<file path="src/rtl/toast_rst_pkg.sv">
// Shared types for the Toast reset sequencer: FSM state encoding and its width.
package toast_rst_pkg;

  localparam int STATE_W = 2;

  typedef enum logic [STATE_W-1:0] {
    HOLD    = 2'd0,
    RELEASE = 2'd1,
    RUN     = 2'd2
  } rst_state_e;

endpackage

</file>
<file path="src/rtl/toast_rst_sync.sv">
// Reset synchroniser: asserts immediately on i_rst, deasserts after SYNC_STAGES clock edges.
module toast_rst_sync #(
  parameter int SYNC_STAGES = 2
) (
  input  logic i_clk,
  input  logic i_rst,
  output logic o_rst_n
);

  logic [SYNC_STAGES-1:0] r_sync;

  always_ff @(posedge i_clk or posedge i_rst) begin
    if (i_rst) begin
      r_sync <= '0;
    end else begin
      r_sync <= {r_sync[SYNC_STAGES-2:0], 1'b1};
    end
  end

  assign o_rst_n = r_sync[SYNC_STAGES-1];

endmodule

</file>
<file path="src/rtl/toast_rst_sequencer.sv">
// Staggered channel-reset controller for the Toast core with run-cycle counter.
// Optional watchdog (soft reset on missing kicks) is built when TOAST_RST_WDT_EN is defined.
module toast_rst_sequencer
  import toast_rst_pkg::*;
#(
  parameter int NUM_CH         = 3,
  parameter int SYNC_STAGES    = 2,
  parameter int HOLD_CYCLES    = 4,
  parameter int STAGGER_CYCLES = 2,
  parameter int CNT_W          = 32,
  parameter int WDT_CYCLES     = 16
) (
  input  logic               Clk,
  input  logic               Reset,
  input  logic               Soft_rst_i,
  input  logic               Kick_i,
  output logic [NUM_CH-1:0]  Rst_n_o,
  output logic               Ready_o,
  output logic [CNT_W-1:0]   Run_cycles_o,
  output logic [STATE_W-1:0] State_o,
  output logic               Wdt_trip_o
);

  localparam int HS_MAX = (HOLD_CYCLES > STAGGER_CYCLES) ? HOLD_CYCLES : STAGGER_CYCLES;
  localparam int HS_W   = $clog2(HS_MAX + 1);
  localparam int CH_W   = $clog2(NUM_CH + 1);

  logic              w_sync_ok;
  logic              w_soft;
  logic              w_wdt_fire;

  rst_state_e        r_state, w_state_nxt;
  logic [HS_W-1:0]   r_cnt, w_cnt_nxt;
  logic [CH_W-1:0]   r_ch, w_ch_nxt;
  logic [NUM_CH-1:0] r_rst_n, w_rst_n_nxt;
  logic              r_ready, w_ready_nxt;
  logic [CNT_W-1:0]  r_run, w_run_nxt;

  toast_rst_sync #(
    .SYNC_STAGES (SYNC_STAGES)
  ) u_sync (
    .i_clk   (Clk),
    .i_rst   (Reset),
    .o_rst_n (w_sync_ok)
  );

`ifdef TOAST_RST_WDT_EN
  localparam int WDT_W = $clog2(WDT_CYCLES + 1);

  logic [WDT_W-1:0] r_wdt, w_wdt_nxt;
  logic             r_trip, w_trip_nxt;

  // Counter only advances in RUN; any other state leaves it cleared.
  always_comb begin
    w_wdt_fire = 1'b0;
    w_wdt_nxt  = '0;
    w_trip_nxt = r_trip;
    if (r_state == RUN) begin
      if (Kick_i) begin
        w_wdt_nxt = '0;
      end else if (r_wdt == WDT_W'(WDT_CYCLES - 1)) begin
        w_wdt_fire = 1'b1;
        w_trip_nxt = 1'b1;
      end else begin
        w_wdt_nxt = r_wdt + WDT_W'(1);
      end
    end
  end

  always_ff @(posedge Clk or posedge Reset) begin
    if (Reset) begin
      r_wdt  <= '0;
      r_trip <= 1'b0;
    end else begin
      r_wdt  <= w_wdt_nxt;
      r_trip <= w_trip_nxt;
    end
  end

  assign Wdt_trip_o = r_trip;
`else
  logic        w_unused_kick;
  logic [31:0] w_unused_wdt;

  assign w_unused_kick = Kick_i;
  assign w_unused_wdt  = 32'(WDT_CYCLES);
  assign w_wdt_fire    = 1'b0;
  assign Wdt_trip_o    = 1'b0;
`endif

  assign w_soft = Soft_rst_i | w_wdt_fire;

  always_comb begin
    w_state_nxt = r_state;
    w_cnt_nxt   = r_cnt;
    w_ch_nxt    = r_ch;
    w_rst_n_nxt = r_rst_n;
    w_ready_nxt = r_ready;
    w_run_nxt   = r_run;

    case (r_state)
      HOLD: begin
        // Hold count only starts once the synchronised reset has dropped.
        if (!w_sync_ok || w_soft) begin
          w_cnt_nxt = '0;
        end else if (r_cnt == HS_W'(HOLD_CYCLES - 1)) begin
          w_cnt_nxt      = '0;
          w_rst_n_nxt[0] = 1'b1;
          w_ch_nxt       = CH_W'(1);
          w_state_nxt    = RELEASE;
        end else begin
          w_cnt_nxt = r_cnt + HS_W'(1);
        end
      end

      RELEASE: begin
        if (w_soft) begin
          w_state_nxt = HOLD;
          w_cnt_nxt   = '0;
          w_ch_nxt    = '0;
          w_rst_n_nxt = '0;
          w_ready_nxt = 1'b0;
          w_run_nxt   = '0;
        end else if (r_ch == CH_W'(NUM_CH)) begin
          w_state_nxt = RUN;
          w_ready_nxt = 1'b1;
        end else if (r_cnt == HS_W'(STAGGER_CYCLES - 1)) begin
          w_cnt_nxt = '0;
          for (int k = 0; k < NUM_CH; k++) begin
            if (CH_W'(k) == r_ch) begin
              w_rst_n_nxt[k] = 1'b1;
            end
          end
          w_ch_nxt = r_ch + CH_W'(1);
        end else begin
          w_cnt_nxt = r_cnt + HS_W'(1);
        end
      end

      RUN: begin
        if (w_soft) begin
          w_state_nxt = HOLD;
          w_cnt_nxt   = '0;
          w_ch_nxt    = '0;
          w_rst_n_nxt = '0;
          w_ready_nxt = 1'b0;
          w_run_nxt   = '0;
        end else if (r_run != '1) begin
          w_run_nxt = r_run + CNT_W'(1);
        end
      end

      default: begin
        w_state_nxt = HOLD;
        w_cnt_nxt   = '0;
        w_ch_nxt    = '0;
        w_rst_n_nxt = '0;
        w_ready_nxt = 1'b0;
        w_run_nxt   = '0;
      end
    endcase
  end

  always_ff @(posedge Clk or posedge Reset) begin
    if (Reset) begin
      r_state <= HOLD;
      r_cnt   <= '0;
      r_ch    <= '0;
      r_rst_n <= '0;
      r_ready <= 1'b0;
      r_run   <= '0;
    end else begin
      r_state <= w_state_nxt;
      r_cnt   <= w_cnt_nxt;
      r_ch    <= w_ch_nxt;
      r_rst_n <= w_rst_n_nxt;
      r_ready <= w_ready_nxt;
      r_run   <= w_run_nxt;
    end
  end

  assign Rst_n_o      = r_rst_n;
  assign Ready_o      = r_ready;
  assign Run_cycles_o = r_run;
  assign State_o      = r_state;

endmodule

</file>
<file path="config.mk">
export PLATFORM = sky130hd
export DESIGN_NAME = toast_rst_sequencer
export DESIGN_NICKNAME = d
export VERILOG_FILES = /design/src/rtl/toast_rst_pkg.sv /design/src/rtl/toast_rst_sync.sv /design/src/rtl/toast_rst_sequencer.sv
export SDC_FILE = /design/constraint.sdc
export NUM_CORES = 1
export LEC_CHECK = 0
export ABC_AREA = 1
export BUFFER_PORTS_ARGS = -buffer_cell sky130_fd_sc_hd__buf_4
export CAP_MARGIN = 10
export CORE_MARGIN = 8
export CORE_UTILIZATION = 33
export CTS_CLUSTER_SIZE = 24
export DETAILED_ROUTE_END_ITERATION = 16
export PLACE_DENSITY = 0.52
export SYNTH_ARGS = -nofsm -noshare
export SYNTH_HDL_FRONTEND = slang
export SYNTH_SLANG_ARGS = --single-unit
export TNS_END_PERCENT = 1
</file>
<file path="constraint.sdc">
create_clock -name Clk -period 1.9 [get_ports Clk]
set_input_delay 0.38 -clock Clk [delete_from_list [all_inputs] [get_ports Clk]]
set_output_delay 0.38 -clock Clk [all_outputs]
set_load 0.02 [all_outputs]
</file>
## After elaboration in Yosys (flattened, before gate mapping)

Index checks and enable logic that the tools add are counted.

| word-level totals | value |
|---|---|
| register bits after elaboration | 45 |
| word-level logic and storage cells | 79 |

| operators by class | value |
|---|---|
| mux-type cells | 35 |
| eq/ne operators | 19 |
| add/sub/neg operators | 3 |
| bitwise gates (word level) | 1 |
| reductions and logical operators | 12 |

Operator list:

| cell | number |
|---|---|
| two-way mux 32 bit | 3 |
| case mux 32 bit (3 select lines) | 1 |
| adder 32 x 1 -> 32 bit, second input constant | 1 |
| inequality test 32 bit, second input constant | 1 |
| two-way mux 3 bit | 9 |
| inequality test 3 bit, second input constant | 7 |
| case mux 2 bit (3 select lines) | 3 |
| two-way mux 2 bit | 8 |
| AND reduction 5 bit | 3 |
| case mux 3 bit (3 select lines) | 1 |
| two-way mux 1 bit | 8 |
| inequality test 2 bit, second input constant | 4 |
| case mux 1 bit (3 select lines) | 2 |
| AND reduction 3 bit | 2 |
| AND reduction 6 bit | 1 |
| equality test 2 bit, second input constant | 2 |
| zero test 2 bit | 2 |
| AND reduction 4 bit | 1 |
| adder 3 x 1 -> 3 bit, second input constant | 1 |
| equality test 3 x 1 -> 1 bit, second input constant | 1 |
| equality test 3 x 2 -> 1 bit, second input constant | 1 |
| adder 2 x 1 -> 2 bit, second input constant | 1 |
| equality test 1 x 2 -> 1 bit, first input constant | 1 |
| equality test 2 x 1 -> 1 bit, second input constant | 1 |
| other kinds (5) | 5 |

## Longest topological paths before layout

Gate-level depths: netlist of the first run.

| depth | value |
|---|---|
| depth after elaboration | 6 |
| depth in mapped cells | 11 |
| depth with buffers taken out | 10 |

## By module

From an unflattened synthesis of the first run, not the netlist that was laid out.

| unflattened totals | value |
|---|---|
| cells, all modules | 431 |
| area, all modules | 3104.2 µm² |

By module, submodules not included:

| module | sequential area each (µm²) | area an instance (µm²) | times used | cells each |
|---|---|---|---|---|
| toast_rst_sequencer | 1076.0 | 3046.7 | 1 | 427 |
| toast_rst_sync | 50.0 | 57.6 | 1 | 4 |

## Least setup slack after synthesis of the first run

OpenSTA, ideal clock, no wires.

| timing | value |
|---|---|
| path type | reg-to-reg |
| from | reg r_run[0], in the netlist Run_cycles_o[0] |
| to | reg r_run[31], in the netlist Run_cycles_o[31] |
| path buffers | 1 |
| stages on the path, launching flop included | 12 |
| required time | 1.782 ns |
| setup slack | 0.084 ns |
| arrival time | 1.698 ns |
| period minus slack after synthesis | 1.816 ns |
| setup time | 0.118 ns |
| cells stage by stage | dfrtp_1 ha_1 nand3_2 inv_2 nand2_2 nor2_4 nand2_4 nand2_8 inv_4 buf_6 nand3_1 nand2_1 |

| between the ends | value |
|---|---|
| longest elaborated chain between the ends | 4 |

RTL lines:

| element | line | text |
|---|---|---|
| start: declaration | toast_rst_sequencer.sv:37 | `logic [CNT_W-1:0] r_run, w_run_nxt;` |
| start signal: assignment | toast_rst_sequencer.sv:178 | `r_run <= w_run_nxt;` |
| adder 32 x 1 -> 32 bit | toast_rst_sequencer.sv:149 | `w_run_nxt = r_run + CNT_W'(1);` |
| two-way mux 32 bit | toast_rst_sequencer.sv:148 | `end else if (r_run != '1) begin` |
| two-way mux 32 bit | toast_rst_sequencer.sv:141 | `if (w_soft) begin` |
| case mux 32 bit (3 select lines) | toast_rst_sequencer.sv:101 | `case (r_state)` |

Parallel ways exist; a longest one is shown, timed or not. The select of a mux whose other input is x is not followed.
A chain may end at the register's enable or synchronous reset.

## Final worst setup path of the first run

| timing | value |
|---|---|
| from | reg r_run[1], in the netlist Run_cycles_o[1] |
| to | reg r_run[10], in the netlist Run_cycles_o[10] |

The elaborated chain is that of the path after synthesis.

==> results of run 1 <==
[worst max-delay path, cell delays in order, from the launching register on]
cell	delay, ps
dfrtp_1	400
ha_1	200
nand3_2	120
inv_2	110
nand2_2	110
nor2_4	170
nand2_4	120
nand2_8	130
buf_6	170
a21oi_1	60
a21oi_1	110
[final cells by class]
type,instances,area (µm²),share of cell area
inverter,47,179,0.0490
timing repair buffer,64,497,0.136
clock buffer,6,82.6,0.0226
clock inverter,2,37.5,0.0103
sequential,45,1130,0.309
multi-input combinational,317,1590,0.436
tap,108,135,0.0370
[through the flow]
stage / power, mW / hold WS (ps) / utilization / setup slack, ps
2_1_floorplan: 1.43 / 331 / - / 84.2
3_3_place_gp: 1.68 / 334 / 0.406 / 135
3_5_place_dp: 1.69 / 342 / 0.406 / 111
4_1_cts: 2.49 / 118 / 0.420 / 85.1
5_1_grt: 2.57 / 129 / 0.420 / 2.56
6_report: 2.45 / 109 / 0.420 / 120
[Yosys cell counts, types with 5 or more instances]
cell type / count / area share
dfrtp_1: 45 / 0.38
xor2_1: 5 / 0.015
nand4_1: 16 / 0.034
ha_1: 10 / 0.042
o21ai_2: 5 / 0.015
o21ai_0: 24 / 0.041
a21oi_1: 6 / 0.010
nor2_1: 63 / 0.080
inv_1: 44 / 0.056
nand2_1: 129 / 0.16
nand3_1: 27 / 0.046
[power groups by stage]
stage	clock network (mW)	registers (mW)	logic, mW
final	0.785	1.14	0.521
after global routing	0.844	1.15	0.574
after CTS	0.818	1.14	0.529
after detailed placement	0	1.16	0.527
after global placement	0	1.16	0.525
after floorplan	0	1.24	0.183
[state kept, by name (all words and copies together) (netlist names)]
name and count:
State_o 2, r_ch 2, Rst_n_o 3, r_cnt 3, Run_cycles_o 32, Ready_o 1
u_sync.r_sync 2
[metal layers]
metal	vias to the layer above	global-route usage	wire [µm]
met2	67	0.230	4080
li1	1460	-	-
met4	0	0.0360	101
met5	-	0	0
met3	7	0.0238	411
met1	1311	0.195	4280
[cell usage in the layout (no fill, tap or decap), types with 3 or more instances in the layout]
cell	Yosys	final
nor3_1	3	3
o22ai_1	3	3
inv_1	44	43
o21ai_0	24	24
dfrtp_1	45	45
o21ai_2	5	5
nand3_1	27	27
xor2_1	5	5
nand2_1	129	129
nand4_1	16	16
a21oi_1	6	6
buf_4	3	62
clkbuf_8	0	6
nor2_1	63	62
ha_1	10	10
nor2_4	3	3
[final timing paths]
kind | slack [ps] | startpoint | to
setup / recovery | 120 | Run_cycles_o[1]$_DFFE_PP0P_ | Run_cycles_o[10]$_DFFE_PP0P_
hold / removal | 110 | Reset | Run_cycles_o[1]$_DFFE_PP0P_
setup reg to reg | 120 | Run_cycles_o[1]$_DFFE_PP0P_ | Run_cycles_o[10]$_DFFE_PP0P_
hold reg to reg | 360 | u_sync.r_sync[0]$_DFF_PP0_ | u_sync.r_sync[1]$_DFF_PP0_
max in group asynchronous | 1570 | Reset | Run_cycles_o[15]$_DFFE_PP0P_
min in group Clk | 360 | u_sync.r_sync[0]$_DFF_PP0_ | u_sync.r_sync[1]$_DFF_PP0_
[cells by family after synthesis]
| group | Yosys count | share of synthesized area |
|---|---|---|
| AO/OA/AOI/OAI | 44 | 0.0858 |
| AND/OR/NAND/NOR | 254 | 0.388 |
| XOR/XNOR | 7 | 0.0208 |
| adder cells (fa/ha/maj) | 10 | 0.0425 |
| flip-flops | 45 | 0.382 |
| other | 2 | 0.00255 |
| buffers and inverters | 55 | 0.0782 |
[timing repair]
item,CTS,global route
endpoints found under the setup margin,0,8
resized for setup,0,2
hold endpoints to repair,0,0
==> metrics.txt, run 1 <==
Int Pwr 1.69 mW; endpoints failing setup 0; Total Neg Setup Slack 0 ps; Placed Cells 581; ANT nets after route 0; Sw Ratio 0.308; Setup Skew 4.67 ps; top_reg_cell synth dfrtp_1; Die X-Extent 110 µm; Clock Power Share 0.321; Post-CTS Setup Inserts 0; Total Routing Usage GR 0.144; synth unique cells 38; Vias 2845; cell area after synthesis 2950 µm²; Comb pwr share 0.213; GRT Residual Overflow 0; Crit Path Max Fanout 13; WP data required 2130 ps; Post-DP HPWL 6650 µm; CTS Root Buffer Type clkbuf_8; CTS clk-pin slew, worst paths 90 ps; first-pass GRT wire length 14600 µm; Port Buffers 40; syn_nets 431; Hold Path Class primary input to async pin; area growth from synthesis to layout 23.9%; Post-synth ARST share 1.00; NetSw 0.754 mW; GP Congestion 0.857; CTS buffer count 5; largest net degree at the start of global routing 46; Syn Area/Cell 7.06 µm²; WS Path Type flop to flop; worst ir drop on vdd 0.293 mV; Ant. Diodes 0; DRC viols 0; H-tree levels 2; Worst Path Arrival 2010 ps; initial antenna violation count 0; Core Area 8680 µm²; initial core utilization 0.339; num rows 34; final slew viol count 0; Die Ht 110 µm; vias in the first global route 2728; placed instance area 3520 µm²; Final Hold Vio Count 0; Worst Setup End Kind flop; final cell count without fillers 589; unrepaired setup endpoints after global routing false; Post-CTS Hold Buffers 0; outcome complete, no violations; Final #Nets 494; Mapped Cells 417; Pleak 1.69 nW; WL per Instance 15.1 µm; crit path launch type flop; TritonCTS clock tree built; FF+latch count, synth 45; clk buf depth 2; Syn. warnings 0; R2R cell count 10; Boundary Pins 43; pwr dens 670 nW/µm²; clk sinks 45; via/cell ratio 4.83; Detailed Route Iter0 Violations 138; Max Cap Viol 0; number of fill cells 943; Final Instance Area 3650 µm²; routed wire length 8880 µm; Detailed Routing Iterations Pass 1 7; post-synthesis sequential area ratio 0.382; Max Clock Freq 562 MHz; Final period util 0.937; Post-synth EDFFs 0; Sequential Power Share 0.466; post-layout minimum cycle time 1780 ps; die area 12200 µm²; layout cells sized above 1 0.198; worst skew pair latency 300 ps
Power figures use the tool's default switching activity.
==> inputs of run 2 (changes only) <==
--- a/config.mk
+++ b/config.mk
@@ -9,10 +9,11 @@
 export BUFFER_PORTS_ARGS = -buffer_cell sky130_fd_sc_hd__buf_4
 export CAP_MARGIN = 10
 export CORE_MARGIN = 8
-export CORE_UTILIZATION = 33
+export CORE_UTILIZATION = 35
 export CTS_CLUSTER_SIZE = 24
 export DETAILED_ROUTE_END_ITERATION = 16
-export PLACE_DENSITY = 0.52
+export MAX_ROUTING_LAYER = met4
+export PLACE_DENSITY = 0.54
 export SYNTH_ARGS = -nofsm -noshare
 export SYNTH_HDL_FRONTEND = slang
 export SYNTH_SLANG_ARGS = --single-unit
==> constraint.sdc (replaced) <==
create_clock -name Clk -period 1.9 [get_ports Clk]
set_input_delay 0.38 -clock Clk [delete_from_list [all_inputs] [get_ports Clk]]
set_output_delay 0.38 -clock Clk [all_outputs]
set_load 0.05 [all_outputs]
==> run 2 against run 1 <==
Effect of this change:
- clock power is 0.8% lower
- largest power group unchanged
- core utilization grew 2.5 points
- via count rose by 0.18%
- largest cell class unchanged
==> metrics.txt, run 2 (synthesis results as in run 1) <==
clk sinks 45 (unchanged); Final #Nets 492 (was 494); Port Buffers 40 (unchanged); Crit Path Max Fanout 12 (was 13); Max Cap Viol 0 (unchanged); pre-CTS setup slack 125 ps (was 111 ps); r2r setup slk 140 ps (was 120 ps); WP data required 2080 ps (was 2130 ps); Hold Path Class primary input to async pin (unchanged); worst hold margin 74.5 ps (was 109 ps); Final Hold Vio Count 0 (unchanged); GRT Residual Overflow 0 (unchanged); Slowest Stage Delay on Critical Path 400 ps (about the same); Clock Power Share 0.299 (was 0.321); max reg flops 32 (unchanged); Sw Ratio 0.355 (was 0.308); Die Ht 108 µm (was 110 µm); Total Routing Usage GR 0.158 (was 0.144); Post-CTS Hold Buffers 0 (unchanged); Die X-Extent 108 µm (was 110 µm); Int Pwr 1.68 mW (was 1.69 mW); pwr dens 716 nW/µm² (was 670 nW/µm²); final slew viol count 0 (unchanged); initial core utilization 0.360 (was 0.339); Core Area 8180 µm² (was 8680 µm²); CTS Root Buffer Type clkbuf_8 (unchanged); Comb pwr share 0.258 (was 0.213); Vias 2850 (was 2845); H-tree levels 2 (unchanged); CTS buffer count 5 (unchanged); WL per Instance 14.5 µm (was 15.1 µm); Ant. Diodes 0 (unchanged); GP Congestion 0.925 (was 0.857); worst ir drop on vdd 0.383 mV (was 0.293 mV); first-pass GRT wire length 14300 µm (was 14600 µm); endpoints failing setup 0 (unchanged); final worst slack 140 ps (was 120 ps); outcome complete, no violations (unchanged); Pleak 1.66 nW (was 1.69 nW); Critical path buffers and inverters 2 (unchanged); ANT nets after route 0 (unchanged); Worst Path Arrival 1940 ps (was 2010 ps); largest net degree at the start of global routing 28 (was 46); vias in the first global route 2850 (was 2728); leading cell type in the layout, fill and taps excluded nand2_1 (unchanged); Worst Setup End Kind flop (unchanged); layout cells sized above 1 0.207 (was 0.198); DRC viols 0 (unchanged); area growth from synthesis to layout 23.7% (was 23.9%); Total Neg Setup Slack 0 ps (unchanged); routed wire length 8480 µm (was 8880 µm); die area 11600 µm² (was 12200 µm²); NetSw 0.925 mW (was 0.754 mW); CTS clk-pin slew, worst paths 90 ps (about the same); WS Path Type flop to flop (unchanged); via/cell ratio 4.88 (was 4.83); unrepaired setup endpoints after global routing false (unchanged); Max Clock Freq 568 MHz (was 562 MHz); clk buf depth 2 (unchanged); crit path launch type flop (unchanged); Sequential Power Share 0.443 (was 0.466); Boundary Pins 43 (unchanged); Post-DP HPWL 6550 µm (was 6650 µm); Detailed Routing Iterations Pass 1 4 (was 7); post-layout minimum cycle time 1760 ps (was 1780 ps); crit-path leading delay family simple AND/OR/NAND/NOR gates (unchanged); initial antenna violation count 0 (unchanged); TritonCTS clock tree built (unchanged); Detailed Route Iter0 Violations 175 (was 138); most frequent cells in the layout 129 x nand2_1, 61 x nor2_1, 61 x buf_4 (was 129 x nand2_1, 62 x nor2_1, 62 x buf_4); Final period util 0.926 (was 0.937); cell chain of the critical path ha_1 -> nand3_4 -> inv_2 -> nand2_2 -> nor2_4 -> nand2_4 -> nand2_8 -> buf_4 -> o21ai_0 (was ha_1 -> nand3_2 -> inv_2 -> nand2_2 -> nor2_4 -> nand2_4 -> nand2_8 -> buf_6 -> a21oi_1 -> a21oi_1); Slowest cell on crit path dfrtp_2 (was dfrtp_1); num rows 33 (was 34); Setup Skew 8.44 ps (was 4.67 ps); worst skew pair latency 300 ps (about the same)
==> run 2: metal layers <==
layer,global-route usage,up-vias,share of wire
met1,0.206,1318,0.46
li1,-,1457,-
met2,0.250,71,0.47
met3,0.0287,4,0.065
met5,-,-,0
met4,0.0297,0,0.0057
==> run 2: final cells by class <==
type / count / area (µm²)
timing repair buffer: 62 / 478
clock inverter: 2 / 37.5
clock buffer: 6 / 82.6
sequential: 45 / 1130
fill: 875 / 4530
inverter: 47 / 181
multi-input combinational: 317 / 1600
tap: 105 / 131
==> run 2: worst paths after layout <==
check                                            startpoint                      endpoint  cells after the start
worst max-delay path            Run_cycles_o[1]$_DFFE_PP0P_   Run_cycles_o[9]$_DFFE_PP0P_                      9
worst min-delay path                                  Reset   Run_cycles_o[7]$_DFFE_PP0P_                      2
worst max register to register  Run_cycles_o[1]$_DFFE_PP0P_   Run_cycles_o[9]$_DFFE_PP0P_                      9
worst min register to register   u_sync.r_sync[0]$_DFF_PP0_    u_sync.r_sync[1]$_DFF_PP0_                      0
max in group asynchronous                             Reset  Run_cycles_o[25]$_DFFE_PP0P_                      3
min in group Clk                 u_sync.r_sync[0]$_DFF_PP0_    u_sync.r_sync[1]$_DFF_PP0_                      0
==> run 2: what timing repair did <==
action / in CTS / in global routing
endpoints found under the setup margin: 0 / 12
buffers inserted: 0 / 3
resized for setup: 0 / 7
==> run 2: power by group through the flow <==
stage | logic, mW | clock network, mW | registers (mW)
2_1_floorplan | 0.186 | 0 | 1.42
3_3_place_gp | 0.674 | 0 | 1.17
3_5_place_dp | 0.681 | 0 | 1.17
4_1_cts | 0.681 | 0.805 | 1.15
5_1_grt | 0.726 | 0.848 | 1.17
6_report | 0.674 | 0.779 | 1.16
==> run 2: worst reg2reg max path, delay by kind of cell, from the launching register on <==
| kind | cells | cell delay, ps |
|---|---|---|
| compound gates | 1 | 100 |
| fa+ha+maj | 1 | 230 |
| buf+inv | 2 | 290 |
| flops | 1 | 400 |
| simple gates | 5 | 630 |
==> run 2: through the flow <==
step,cell area [µm²],util,cells,total power [mW]
final,3640,0.446,584,2.61
after global placement,3480,0.426,573,1.84
after CTS,3600,0.441,581,2.64
after global routing,3640,0.446,584,2.74
after detailed placement,3480,0.426,573,1.85
after floorplan,2950,-,417,1.61
